--- src/rtl/irq_pkg.sv ---
// Shared definitions for the interrupt controller: FSM states, cause codes,
// register offsets (addr[4:2]) and pending/enable bit positions.
package irq_pkg;

  typedef enum logic [1:0] {
    ST_IDLE    = 2'd0,
    ST_ASSERT  = 2'd1,
    ST_SERVICE = 2'd2
  } irq_state_e;

  localparam logic [1:0] CAUSE_NONE  = 2'b00;
  localparam logic [1:0] CAUSE_TIMER = 2'b01;
  localparam logic [1:0] CAUSE_EXT   = 2'b10;
  localparam logic [1:0] CAUSE_SOFT  = 2'b11;

  localparam logic [2:0] REG_MTIME    = 3'd0;
  localparam logic [2:0] REG_MTIMECMP = 3'd1;
  localparam logic [2:0] REG_ENABLE   = 3'd2;
  localparam logic [2:0] REG_PENDING  = 3'd3;
  localparam logic [2:0] REG_SOFT     = 3'd4;
  localparam logic [2:0] REG_STATUS   = 3'd5;

  localparam int unsigned BIT_TIMER = 0;
  localparam int unsigned BIT_EXT   = 1;
  localparam int unsigned BIT_SOFT  = 2;

  // Priority: external > timer > software.
  function automatic logic [1:0] pick_cause(input logic [2:0] active);
    logic [1:0] cause;
    cause = CAUSE_NONE;
    if (active[BIT_EXT])        cause = CAUSE_EXT;
    else if (active[BIT_TIMER]) cause = CAUSE_TIMER;
    else if (active[BIT_SOFT])  cause = CAUSE_SOFT;
    return cause;
  endfunction

endpackage

--- src/rtl/irq_timer.sv ---
// Machine timer: free-running mtime, mtimecmp register, and the
// unsigned mtime >= mtimecmp comparator that forms the timer-pending level.
module irq_timer
  import irq_pkg::*;
#(
  parameter int unsigned TIMER_W = 32
) (
  input  logic               clk_i,
  input  logic               rst_ni,
  input  logic               mtime_we_i,
  input  logic               mtimecmp_we_i,
  input  logic [TIMER_W-1:0] wdata_i,
  output logic [TIMER_W-1:0] mtime_o,
  output logic [TIMER_W-1:0] mtimecmp_o,
  output logic               timer_pend_o
);

  logic [TIMER_W-1:0] mtime_q, mtime_d;
  logic [TIMER_W-1:0] mtimecmp_q, mtimecmp_d;

  // A software write to mtime overrides the increment in the same cycle.
  always_comb begin
    mtime_d    = mtime_we_i ? wdata_i : mtime_q + TIMER_W'(1);
    mtimecmp_d = mtimecmp_we_i ? wdata_i : mtimecmp_q;
  end

  // Timer registers; mtimecmp resets to all-ones so the timer starts quiet.
  always_ff @(posedge clk_i) begin
    if (!rst_ni) begin
      mtime_q    <= '0;
      mtimecmp_q <= '1;
    end else begin
      mtime_q    <= mtime_d;
      mtimecmp_q <= mtimecmp_d;
    end
  end

  assign mtime_o      = mtime_q;
  assign mtimecmp_o   = mtimecmp_q;
  assign timer_pend_o = (mtime_q >= mtimecmp_q);

endmodule

--- src/rtl/irq_controller.sv ---
// Memory-mapped interrupt controller feeding the core's 2-bit interrupt input.
// Optional build macro IRQ_EXT_SYNC_EN: adds a 2-flop synchronizer on ext_irq
// ahead of the rising-edge detector (external latency grows by two cycles).
module irq_controller
  import irq_pkg::*;
#(
  parameter int unsigned TIMER_W = 32
) (
  input  logic        clk,
  input  logic        rst,
  input  logic [4:0]  addr,
  input  logic [31:0] wdata,
  input  logic        wr_en,
  input  logic        rd_en,
  output logic [31:0] rdata,
  input  logic        ext_irq,
  input  logic        ack,
  input  logic        mret_done,
  output logic [1:0]  interrupt
);

  logic [2:0]         sel;
  logic               wr_mtime, wr_mtimecmp, wr_enable, wr_pending, wr_soft;
  logic [TIMER_W-1:0] mtime, mtimecmp;
  logic               timer_pend;
  logic               ext_level, ext_rise;
  logic               ack_take;
  logic [2:0]         pend_vec, active;
  logic [31:0]        rd_val;

  irq_state_e  state_q;
  logic [1:0]  cause_q;
  logic [1:0]  irq_q;
  logic [2:0]  en_q, en_d;
  logic        ext_pend_q, ext_pend_d;
  logic        soft_pend_q, soft_pend_d;
  logic        ext_prev_q;
  logic [31:0] rdata_q;
  logic        unused_addr;

  assign sel         = addr[4:2];
  assign wr_mtime    = wr_en && (sel == REG_MTIME);
  assign wr_mtimecmp = wr_en && (sel == REG_MTIMECMP);
  assign wr_enable   = wr_en && (sel == REG_ENABLE);
  assign wr_pending  = wr_en && (sel == REG_PENDING);
  assign wr_soft     = wr_en && (sel == REG_SOFT);
  assign unused_addr = ^addr[1:0];

  irq_timer #(
    .TIMER_W(TIMER_W)
  ) u_timer (
    .clk_i        (clk),
    .rst_ni       (rst),
    .mtime_we_i   (wr_mtime),
    .mtimecmp_we_i(wr_mtimecmp),
    .wdata_i      (TIMER_W'(wdata)),
    .mtime_o      (mtime),
    .mtimecmp_o   (mtimecmp),
    .timer_pend_o (timer_pend)
  );

`ifdef IRQ_EXT_SYNC_EN
  logic [1:0] ext_sync_q;

  // Two-stage synchronizer for an ext_irq from another clock domain.
  always_ff @(posedge clk) begin
    if (!rst) ext_sync_q <= '0;
    else      ext_sync_q <= {ext_sync_q[0], ext_irq};
  end

  assign ext_level = ext_sync_q[1];
`else
  assign ext_level = ext_irq;
`endif

  assign ext_rise = ext_level && !ext_prev_q;
  assign ack_take = ack && (state_q == ST_ASSERT);
  assign pend_vec = {soft_pend_q, ext_pend_q, timer_pend};
  assign active   = pend_vec & en_q;

  // Pending/enable next state: clears are applied first so a same-cycle set wins.
  always_comb begin
    en_d        = wr_enable ? wdata[2:0] : en_q;
    ext_pend_d  = ext_pend_q;
    soft_pend_d = soft_pend_q;
    if (wr_pending) begin
      if (wdata[BIT_EXT])  ext_pend_d  = 1'b0;
      if (wdata[BIT_SOFT]) soft_pend_d = 1'b0;
    end
    if (ack_take) begin
      if (cause_q == CAUSE_EXT)  ext_pend_d  = 1'b0;
      if (cause_q == CAUSE_SOFT) soft_pend_d = 1'b0;
    end
    if (ext_rise)              ext_pend_d  = 1'b1;
    if (wr_soft && wdata[0])   soft_pend_d = 1'b1;
  end

  // Enable, pending and edge-detector registers.
  always_ff @(posedge clk) begin
    if (!rst) begin
      en_q        <= '0;
      ext_pend_q  <= 1'b0;
      soft_pend_q <= 1'b0;
      ext_prev_q  <= 1'b0;
    end else begin
      en_q        <= en_d;
      ext_pend_q  <= ext_pend_d;
      soft_pend_q <= soft_pend_d;
      ext_prev_q  <= ext_level;
    end
  end

  // Request FSM: latch a cause, hold it until ack, then wait for mret.
  always_ff @(posedge clk) begin
    if (!rst) begin
      state_q <= ST_IDLE;
      cause_q <= CAUSE_NONE;
      irq_q   <= CAUSE_NONE;
    end else begin
      case (state_q)
        ST_IDLE: begin
          if (|active) begin
            cause_q <= pick_cause(active);
            irq_q   <= pick_cause(active);
            state_q <= ST_ASSERT;
          end
        end
        ST_ASSERT: begin
          if (ack) begin
            irq_q   <= CAUSE_NONE;
            state_q <= ST_SERVICE;
          end
        end
        ST_SERVICE: begin
          if (mret_done) state_q <= ST_IDLE;
        end
        default: begin
          irq_q   <= CAUSE_NONE;
          state_q <= ST_IDLE;
        end
      endcase
    end
  end

  // Register read multiplexer.
  always_comb begin
    rd_val = '0;
    case (sel)
      REG_MTIME:    rd_val = 32'(mtime);
      REG_MTIMECMP: rd_val = 32'(mtimecmp);
      REG_ENABLE:   rd_val = {29'b0, en_q};
      REG_PENDING:  rd_val = {29'b0, pend_vec};
      REG_STATUS:   rd_val = {28'b0, cause_q, state_q};
      default:      rd_val = '0;
    endcase
  end

  // Registered load data, zero in any cycle that does not follow a read.
  always_ff @(posedge clk) begin
    if (!rst)       rdata_q <= '0;
    else if (rd_en) rdata_q <= rd_val;
    else            rdata_q <= '0;
  end

  assign rdata     = rdata_q;
  assign interrupt = irq_q;

endmodule

--- config.mk ---
export PLATFORM = sky130hd
export DESIGN_NAME = irq_controller
export DESIGN_NICKNAME = d
export VERILOG_FILES = /design/src/rtl/irq_pkg.sv /design/src/rtl/irq_timer.sv /design/src/rtl/irq_controller.sv
export SDC_FILE = /design/constraint.sdc
export NUM_CORES = 1
export LEC_CHECK = 0
export CORE_MARGIN = 4
export CORE_UTILIZATION = 50
export CTS_CLUSTER_SIZE = 10
export DETAILED_ROUTE_END_ITERATION = 8
export PLACE_DENSITY = 0.76
export SLEW_MARGIN = 20
export SYNTH_ARGS = -nofsm -noshare
export SYNTH_HDL_FRONTEND = slang
export SYNTH_SLANG_ARGS = --single-unit
--- constraint.sdc ---
create_clock -name clk -period 2.85 [get_ports clk]
set_clock_uncertainty 0.1 [all_clocks]
set_input_delay 0.7125 -clock clk [delete_from_list [all_inputs] [get_ports clk]]
set_output_delay 0.7125 -clock clk [all_outputs]
set_load 0.02 [all_outputs]
* Word-level counts from Yosys, hierarchy flattened
Index checks and enable logic that the tools add are counted.
** Storage, ports and cells
- Bits in writable memories :: 0
- Memories kept :: 0
- Bits in latches :: 0
- Flip-flop bits (word level) :: 108
- Output and inout port bits :: 34
- Word-level logic and storage cells :: 64
- Bits of input ports :: 44
- Memory bits (read-only) :: 0
** Cells by class
- Mux-type cells :: 22
- Reduce and logical (&&, ||, !) cells :: 16
- $lt $le $gt $ge :: 1
- Equality and inequality tests :: 12
- Shift operators :: 0
- $add $sub $neg :: 1
- Divide/modulo/power cells :: 0
- Multiply operators :: 0
- Bitwise operators :: 2
** Operators with widths (count)
- 32-bit case mux with 5 select lines :: 1
- 32-bit by 1-bit adder with 32-bit output, second input constant :: 1
- 32-bit greater-or-equal comparator :: 1
- 32-bit 2-to-1 mux :: 1
- 2-bit 2-to-1 mux :: 8
- 2-bit case mux with 3 select lines :: 2
- 1-bit 2-to-1 mux :: 10
- 1-bit logical AND :: 8
- 2-bit equality test, second input constant :: 3
- 3-bit by 2-bit equality test with 1-bit output, second input constant :: 2
- 3-bit equality test, second input constant :: 2
- 2-bit != test, second input constant :: 3
- 3-bit AND reduction :: 2
- 2-bit AND reduction :: 2
- 3-bit bitwise AND :: 1
- 3-bit by 1-bit equality test with 1-bit output, second input constant :: 1
- 3-bit logical NOT :: 1
- 3-bit OR reduction :: 1
- 2-bit by 1-bit equality test with 1-bit output, second input constant :: 1
- 2-bit logical NOT :: 1
- 1-bit logical NOT :: 1
- 1-bit inverter :: 1

* Logic depth before layout (Yosys ltp)
Gate-level depths: netlist of run 1.
- Depth in word-level cells :: 7
- Depth in mapped cells :: 8
- Depth with buffers taken out :: 8

* Hierarchy
A second synthesis of run 1 with hierarchy kept.
** Unflattened totals
- Cell total of the unflattened synthesis :: 620
- Area, all modules :: 5430.2 µm²
** Modules (own cells, without submodules)
- irq_timer :: cells each 431, area an instance 3595.9 µm², instances 1, sequential area each 1281.2 µm²
- irq_controller :: cells each 189, area an instance 1834.3 µm², instances 1, sequential area each 880.8 µm²

* Least setup slack after synthesis of run 1
Ideal clock, no wire load.
- Kind :: register to register
- Start :: register u_timer.mtime_q[0] (netlist: u_timer.mtime_o[0])
- End :: register cause_q[1]
- Cell stages (with the launch flop) :: 9
- Arrival :: 2099 ps
- Period minus slack after synthesis :: 2259 ps
- Slack :: 591 ps
- Path through :: dfxtp_1 inv_1 ha_1 nand2b_4 a2111oi_2 nor4_1 or4_4 a31oi_4 o221a_1
** On the way
- Cells in the longest elaborated chain, start to end :: 4
** Ends and longest elaborated chain
- start: declaration :: line irq_timer.sv:18 : logic [TIMER_W-1:0] mtime_q, mtime_d;
- start signal: assignment :: line irq_timer.sv:33 : mtime_q <= mtime_d;
- 32-bit greater-or-equal comparator * :: line irq_timer.sv:40 : assign timer_pend_o = (mtime_q >= mtimecmp_q);
- 3-bit bitwise AND * :: line irq_controller.sv:79 : assign active = pend_vec & en_q;
- 3-bit OR reduction or 2-bit 2-to-1 mux (tied branches) :: line irq_controller.sv:122, irq_pkg.sv:32
- 2-bit AND reduction (no source line) or 2-bit 2-to-1 mux (tied branches)
- end signal: assignment :: line irq_controller.sv:123 : cause_q <= pick_cause(active);
- end: declaration :: line irq_controller.sv:32 : logic [1:0] cause_q;
Mark *: on every way between the ends. The rest lies on a longest branch, timed or not.
A chain may end at the register's enable or synchronous reset.

* Worst setup path in the final report of run 1
Same ends and word-level chain as after synthesis.

==> results of run 1 <==
through the flow:
stage	power, mW	setup WS [ps]	cells	util (%)
after floorplan	1.812	591.3	618	-
after global placement	1.950	250.4	808	59.96
after detailed placement	1.959	209.0	808	59.96
after CTS	3.228	241.4	824	62.73
after global routing	3.330	128.3	824	62.73
final	3.213	257.1	824	62.73
cell usage after synthesis, drive strengths merged, types with 7 or more instances:
cell / count
nor2: 71
a22oi: 31
nand2: 60
o21ai: 28
o211ai: 33
a21oi: 34
a211oi: 16
nand4: 16
dfxtp: 108
inv: 44
mux2i: 7
xor2: 16
xnor2: 13
ha: 33
nand3: 18
clkbuf: 30
worst paths after layout:
kind / to / slack [ps] / cells after the start
min: ext_pend_q / 330 / 1
max reg2reg: cause_q[1] / 260 / 8
max: cause_q[1] / 260 / 8
min reg2reg: ext_pend_q / 330 / 1
power by group through the flow:
stage               Sequential [mW]  Clock [mW]  Combinational [mW]
CTS                            1.60        1.30               0.325
floorplan                      1.64           0               0.175
detailed placement             1.64           0               0.322
global placement               1.63           0               0.315
global route                   1.61        1.36               0.360
finish                         1.60        1.28               0.325
cells by family (layout without fill, tap and decap cells):
group / count (synthesis) / after routing
xor+xnor: 29 / 29
flops: 108 / 108
compound gates: 163 / 163
fa+ha+maj: 33 / 33
mux: 9 / 9
simple gates: 195 / 195
buf+inv: 81 / 151
worst register-to-register path: stages, from the launching register on:
cell,delay [ps]
dfxtp_1,450
inv_1,70
ha_1,280
nand2b_4,140
a2111oi_2,380
nor4_1,100
or4_4,450
a31oi_4,340
o221a_1,230
layout make-up:
class | instances | area [um^2]
Sequential cell | 108 | 2162
Clock buffer | 9 | 123.9
Tap cell | 136 | 170.2
Inverter | 45 | 168.9
Fill cell | 848 | 3847
Clock inverter | 7 | 162.7
Multi-Input combinational cell | 429 | 2818
Timing Repair Buffer | 90 | 870.8
per-layer routing:
| metal | global-route usage (%) | vias to the layer above | share of wire, % |
|---|---|---|---|
| li1 | - | 2316 | - |
| met1 | 28.27 | 2152 | 45 |
| met2 | 35.11 | 187 | 46 |
| met3 | 4.203 | 21 | 7.8 |
| met4 | 8.867 | 0 | 1.9 |
| met5 | 0 | - | 0 |
registers in the layout, indices dropped and copies added (netlist names), 2 cells and up:
register / cells
u_timer.mtimecmp_o: 32
en_q: 3
interrupt: 2
cause_q: 2
u_timer.mtime_o: 32
rdata: 32
state_q: 2
==> reports/metrics.csv, run 1 <==
metric;value;unit
Synth Area in XOR/XNOR;4.812;%
share of cells above drive strength 1;7.267;%
Hold Buf Count CTS;0;
Compound-Gate Fraction of Synth Area;20.81;%
Die Footprint;12270;um^2
Core Area;10320;um^2
sequential area share after synthesis;40.96;%
largest family of logic cells by synthesized area;compound AO/OA/AOI/OAI gates;
Area contributors post-synth;dfxtp_1, ha_1, nor2_1;
Routed Antenna Nets;0;
start of the worst register-to-register path;u_timer.mtime_o[0];
hold_sp;ext_prev_q;
# clock sinks;108;
DRT Wirelength;12960;um
number of synthesized flops with an enable pin;0;
Max IR drop VDD;0.2536;mV
portion of netlist area occupied by mux cells;1.754;%
status;complete, no violations;
synthesized instance count;618;
Pleak;2.699;nW
CTS root buffer;clkbuf_8;
adder-cell share of the synthesized area;7.822;%
largest net degree at the start of global routing;54;
Design Area, Final;6476;um^2
Sw Ratio;23.12;%
Hold WS;331.1;ps
Slew headroom;62.18;%
synth unique cells;59;
htree depth;3;
Yosys warnings;0;
Yosys top cell area share;40.96;%
total of max-cap violations;0;
Worst EP required;3080;ps
DP HPWL;9037;um
P per Cell Area;496.1;nW/um^2
worst slew pin tran;567.3;ps
Setup crit end kind;register;
Clock Power Share;40.0;%
antenna violations before repair;0;
CP arrival;2820;ps
I/O pins;78;
Worst-Skew Late Latency;380;ps
grt total ovfl;0;
Max Slew Vio Count;0;
Via density;5.675;
crit start category;register;
FMAX;0.3857;GHz
combinational power share;10.1;%
Post-Route Setup TNS;0;ps
Yosys reg bits;108;
main flop type after synthesis;dfxtp_1;
Post-CTS Resized;0;
endpoints failing setup;0;
DRT Pass-1 Iters;5;
Worst Setup SP;u_timer.mtime_o[0];
most frequent cells in the layout;dfxtp_1, clkdlybuf4s50_1, nor2_1;
DRT iter0 DRCs;285;
Worst path top cell family by delay;compound AO/OA/AOI/OAI gates;
Syn-to-layout area delta;22.68;%
Buf/Inv on CP;1;
Die Width;110.8;um
syn avg cell area;8.542;um^2
Min-Delay Path Class;register to register;
CP cell instances;inv_1 > ha_1 > nand2b_4 > a2111oi_2 > nor4_1 > or4_4 > a31oi_4 > o221a_1;
diodes inserted;0;
Initial Utilization;51.13;%
WS Path Type;register to register;
internal portion of total power;2.470;mW
GRT Overall Usage;21.65;%
synthesized netlist net count;695;
die height;110.8;um
Fin. Hold Viols;0;
CTS tree;built;
Crit Path Max Fanout;6;
switching pwr;742.8;uW
number of buffers created by CTS;9;
Mapped Area;5279;um^2
port bufs;75;
Period Utilization, post-route;90.98;%
Clock Tree Buf Depth;2;
RSZ-0062 raised after global routing;no;
clock-pin slew on the worst setup and hold paths;100;ps
global-route wire length before repair;22150;um
routed via count;4676;
Yosys top cell by area;dfxtp_1;
Slowest Stage Delay on Critical Path;450;ps
most common cell after layout, fill and taps aside;dfxtp_1;
# rows;37;
Setup Buffers After CTS;0;
Post-Place Cell Area;6190;um^2
DR WL/cell;15.72;um
Slowest-stage cell, CP;dfxtp_1;
Async S/R FF share, synth;0;%
post-layout min period;2593;ps
DRC;0;
simple-gate share of the synthesized area;17.97;%
vias in the first global route;4677;
part of the power in registers;49.9;%
final RePlAce weighted congestion;0.9022;
Final nets;760;
Note: power is estimated with default switching activity, not from simulation.
==> run 2, diff against run 1 <==
Settings changed: GPL_ROUTABILITY_DRIVEN set to 0.
==> run 2 against run 1 <==
Core utilization decreased by 0.23 points. Routed wire length increased by 1.1%. Via count increased by 0.47%. Critical path type unchanged. Critical endpoint unchanged.
==> reports/metrics.csv, run 2 (synthesis gave the netlist of run 1 again) <==
metric;value;unit;change
Buf/Inv on CP;1;;unchanged
Routed Antenna Nets;0;;unchanged
crit start category;register;;
setup slack, reg-to-reg;330;ps;+70 ps
DRC;0;;unchanged
WS Path Type;register to register;;
internal portion of total power;2.343;mW;-5.1%
Post-Place Cell Area;6202;um^2;+0.20%
Worst Hold Depth;1;;unchanged
status;complete, no violations;;
hold_sp;ext_prev_q;;
Min-Delay Path Class;register to register;;
Crit Path Max Fanout;6;;unchanged
Worst-Skew Late Latency;380;ps;about the same
htree depth;3;;unchanged
port bufs;75;;unchanged
post-layout min period;2520;ps;-72.84 ps
Storage cell area;2162;um^2;unchanged
die height;110.8;um;unchanged
Worst path top cell family by delay;compound AO/OA/AOI/OAI gates;;
Register-to-Register Path Depth;8;;unchanged
worst slew pin tran;589.4;ps;+22.06 ps
start of the worst register-to-register path;u_timer.mtime_o[0];;
total of max-cap violations;0;;unchanged
post-route worst setup slack;329.9;ps;+72.84 ps
Multi-input gate area;2818;um^2;unchanged
# clock sinks;108;;unchanged
combinational power share;10.7;%;+0.6 points
most frequent cells in the layout;dfxtp_1, clkdlybuf4s50_1, nor2_1;;
CP cell instances;inv_1 > ha_1 > nand2b_4 > a2111oi_2 > nor4_1 > or4_4 > a31oi_4 > o221a_1;;
Pleak;2.689;nW;-0.39%
Post-CTS Resized;0;;unchanged
Core Area;10320;um^2;unchanged
Fin. Hold Viols;0;;unchanged
CTS tree;built;;
part of the power in registers;52.1;%;+2.2 points
I/O pins;78;;unchanged
diodes inserted;0;;unchanged
Die Width;110.8;um;unchanged
Die Footprint;12270;um^2;unchanged
antenna violations before repair;0;;unchanged
placed cells;808;;unchanged
DRT Wirelength;13100;um;+1.1%
clock-pin slew on the worst setup and hold paths;90;ps;about the same
DRT Pass-1 Iters;5;;unchanged
Clock Power Share;37.2;%;-2.8 points
Tot Pwr;3.074;mW;-4.3%
post-route insts no fill;824;;unchanged
Worst EP required;3080;ps;about the same
CP arrival;2750;ps;-70 ps
Slew headroom;60.41;%;-1.8 points
Period Utilization, post-route;88.42;%;-2.6 points
DR WL/cell;15.90;um;+1.1%
vias in the first global route;4714;;+0.79%
RSZ-0062 raised after global routing;no;;
FMAX;0.3968;GHz;+2.9%
Slowest-stage cell, CP;dfxtp_1;;
switching pwr;731.1;uW;-1.6%
Setup WS pre-CTS;286.7;ps;+77.74 ps
GRT Overall Usage;21.45;%;-0.20 points
Setup crit end kind;register;;
Slowest Stage Delay on Critical Path;440;ps;about the same
fillcell total;905;;+6.7%
DP HPWL;9105;um;+0.75%
global-route wire length before repair;22050;um;-0.44%
Max Slew Vio Count;0;;unchanged
endpoints failing setup;0;;unchanged
Syn-to-layout area delta;22.23;%;
P per Cell Area;476.5;nW/um^2;-4.0%
routed via count;4698;;+0.47%
Hold Buf Count CTS;0;;unchanged
Critical Path Stages;8;;unchanged
grt total ovfl;0;;unchanged
Via density;5.701;;+0.47%
Final nets;760;;unchanged
WHS Endpoint;ext_pend_q;;
most common cell after layout, fill and taps aside;dfxtp_1;;
largest net degree at the start of global routing;54;;unchanged
Post-Route Setup TNS;0;ps;unchanged
Sw Ratio;23.78;%;+0.66 points
Setup Buffers After CTS;0;;unchanged
# rows;37;;unchanged
DRT iter0 DRCs;303;;+6.3%
reg2reg end;cause_q[1];;
Max IR drop VDD;0.2375;mV;-6.3%
Design Area, Final;6452;um^2;-0.37%
Clock Tree Buf Depth;2;;unchanged
CTS root buffer;clkbuf_8;;
number of buffers created by CTS;9;;unchanged
Initial Utilization;51.13;%;unchanged
share of cells above drive strength 1;7.122;%;-0.15 points
-- run 2: cell types whose count changed in the layout (fill, tap and decap cells not counted), sizes merged --
| cell | before | now |
|---|---|---|
| clkbuf | 9 | 12 |
| bufinv | 5 | 3 |
| clkinvlp | 1 | 0 |
-- run 2: metrics by stage --
step	hold slack [ps]	utilization, %
floorplan	298.9	-
global placement	310.3	60.08
detailed placement	322.4	60.08
CTS	342.0	62.50
global route	356.5	62.50
finish	337.1	62.50
-- run 2: final cells by class --
class	count	share of cell area (%)
Inverter	45	2.618
Clock inverter	4	1.474
Multi-Input combinational cell	429	43.67
Tap cell	136	2.637
Clock buffer	12	2.405
Timing Repair Buffer	90	13.69
Sequential cell	108	33.51
-- run 2: metal layers --
| metal | global-route usage, % | part of all wire, % | vias to the layer above | routed length [um] |
|---|---|---|---|---|
| met5 | 0 | 0 | - | 0 |
| met1 | 28.11 | 46 | 2231 | 5991 |
| met3 | 3.548 | 4.8 | 24 | 626 |
| met2 | 34.83 | 47 | 125 | 6222 |
| li1 | - | - | 2318 | - |
| met4 | 9.360 | 2.0 | 0 | 261 |
-- run 2: power groups by stage --
stage | clock (mW) | combinational [mW] | sequential (mW)
4_1_cts | 1.16 | 0.327 | 1.60
5_1_grt | 1.22 | 0.363 | 1.61
3_5_place_dp | 0 | 0.325 | 1.64
2_1_floorplan | 0 | 0.175 | 1.64
3_3_place_gp | 0 | 0.317 | 1.63
6_report | 1.14 | 0.328 | 1.60
-- run 2: how the worst max path moves through the flow --
stage                             to  slack, ps                from
after detailed placement     en_q[1]        290             addr[3]
after floorplan           cause_q[1]        590  u_timer.mtime_o[0]
after global placement       en_q[1]        300             addr[3]
final                     cause_q[1]        330  u_timer.mtime_o[0]
after CTS                 cause_q[1]        330  u_timer.mtime_o[0]
after global routing      cause_q[1]        180  u_timer.mtime_o[0]
==> run 3, diff against run 2 <==
Settings changed: SETUP_SLACK_MARGIN set to 0.05.
==> results of run 3 <==
Same layout as run 2: the final DEF is identical, and so are final timing and power.
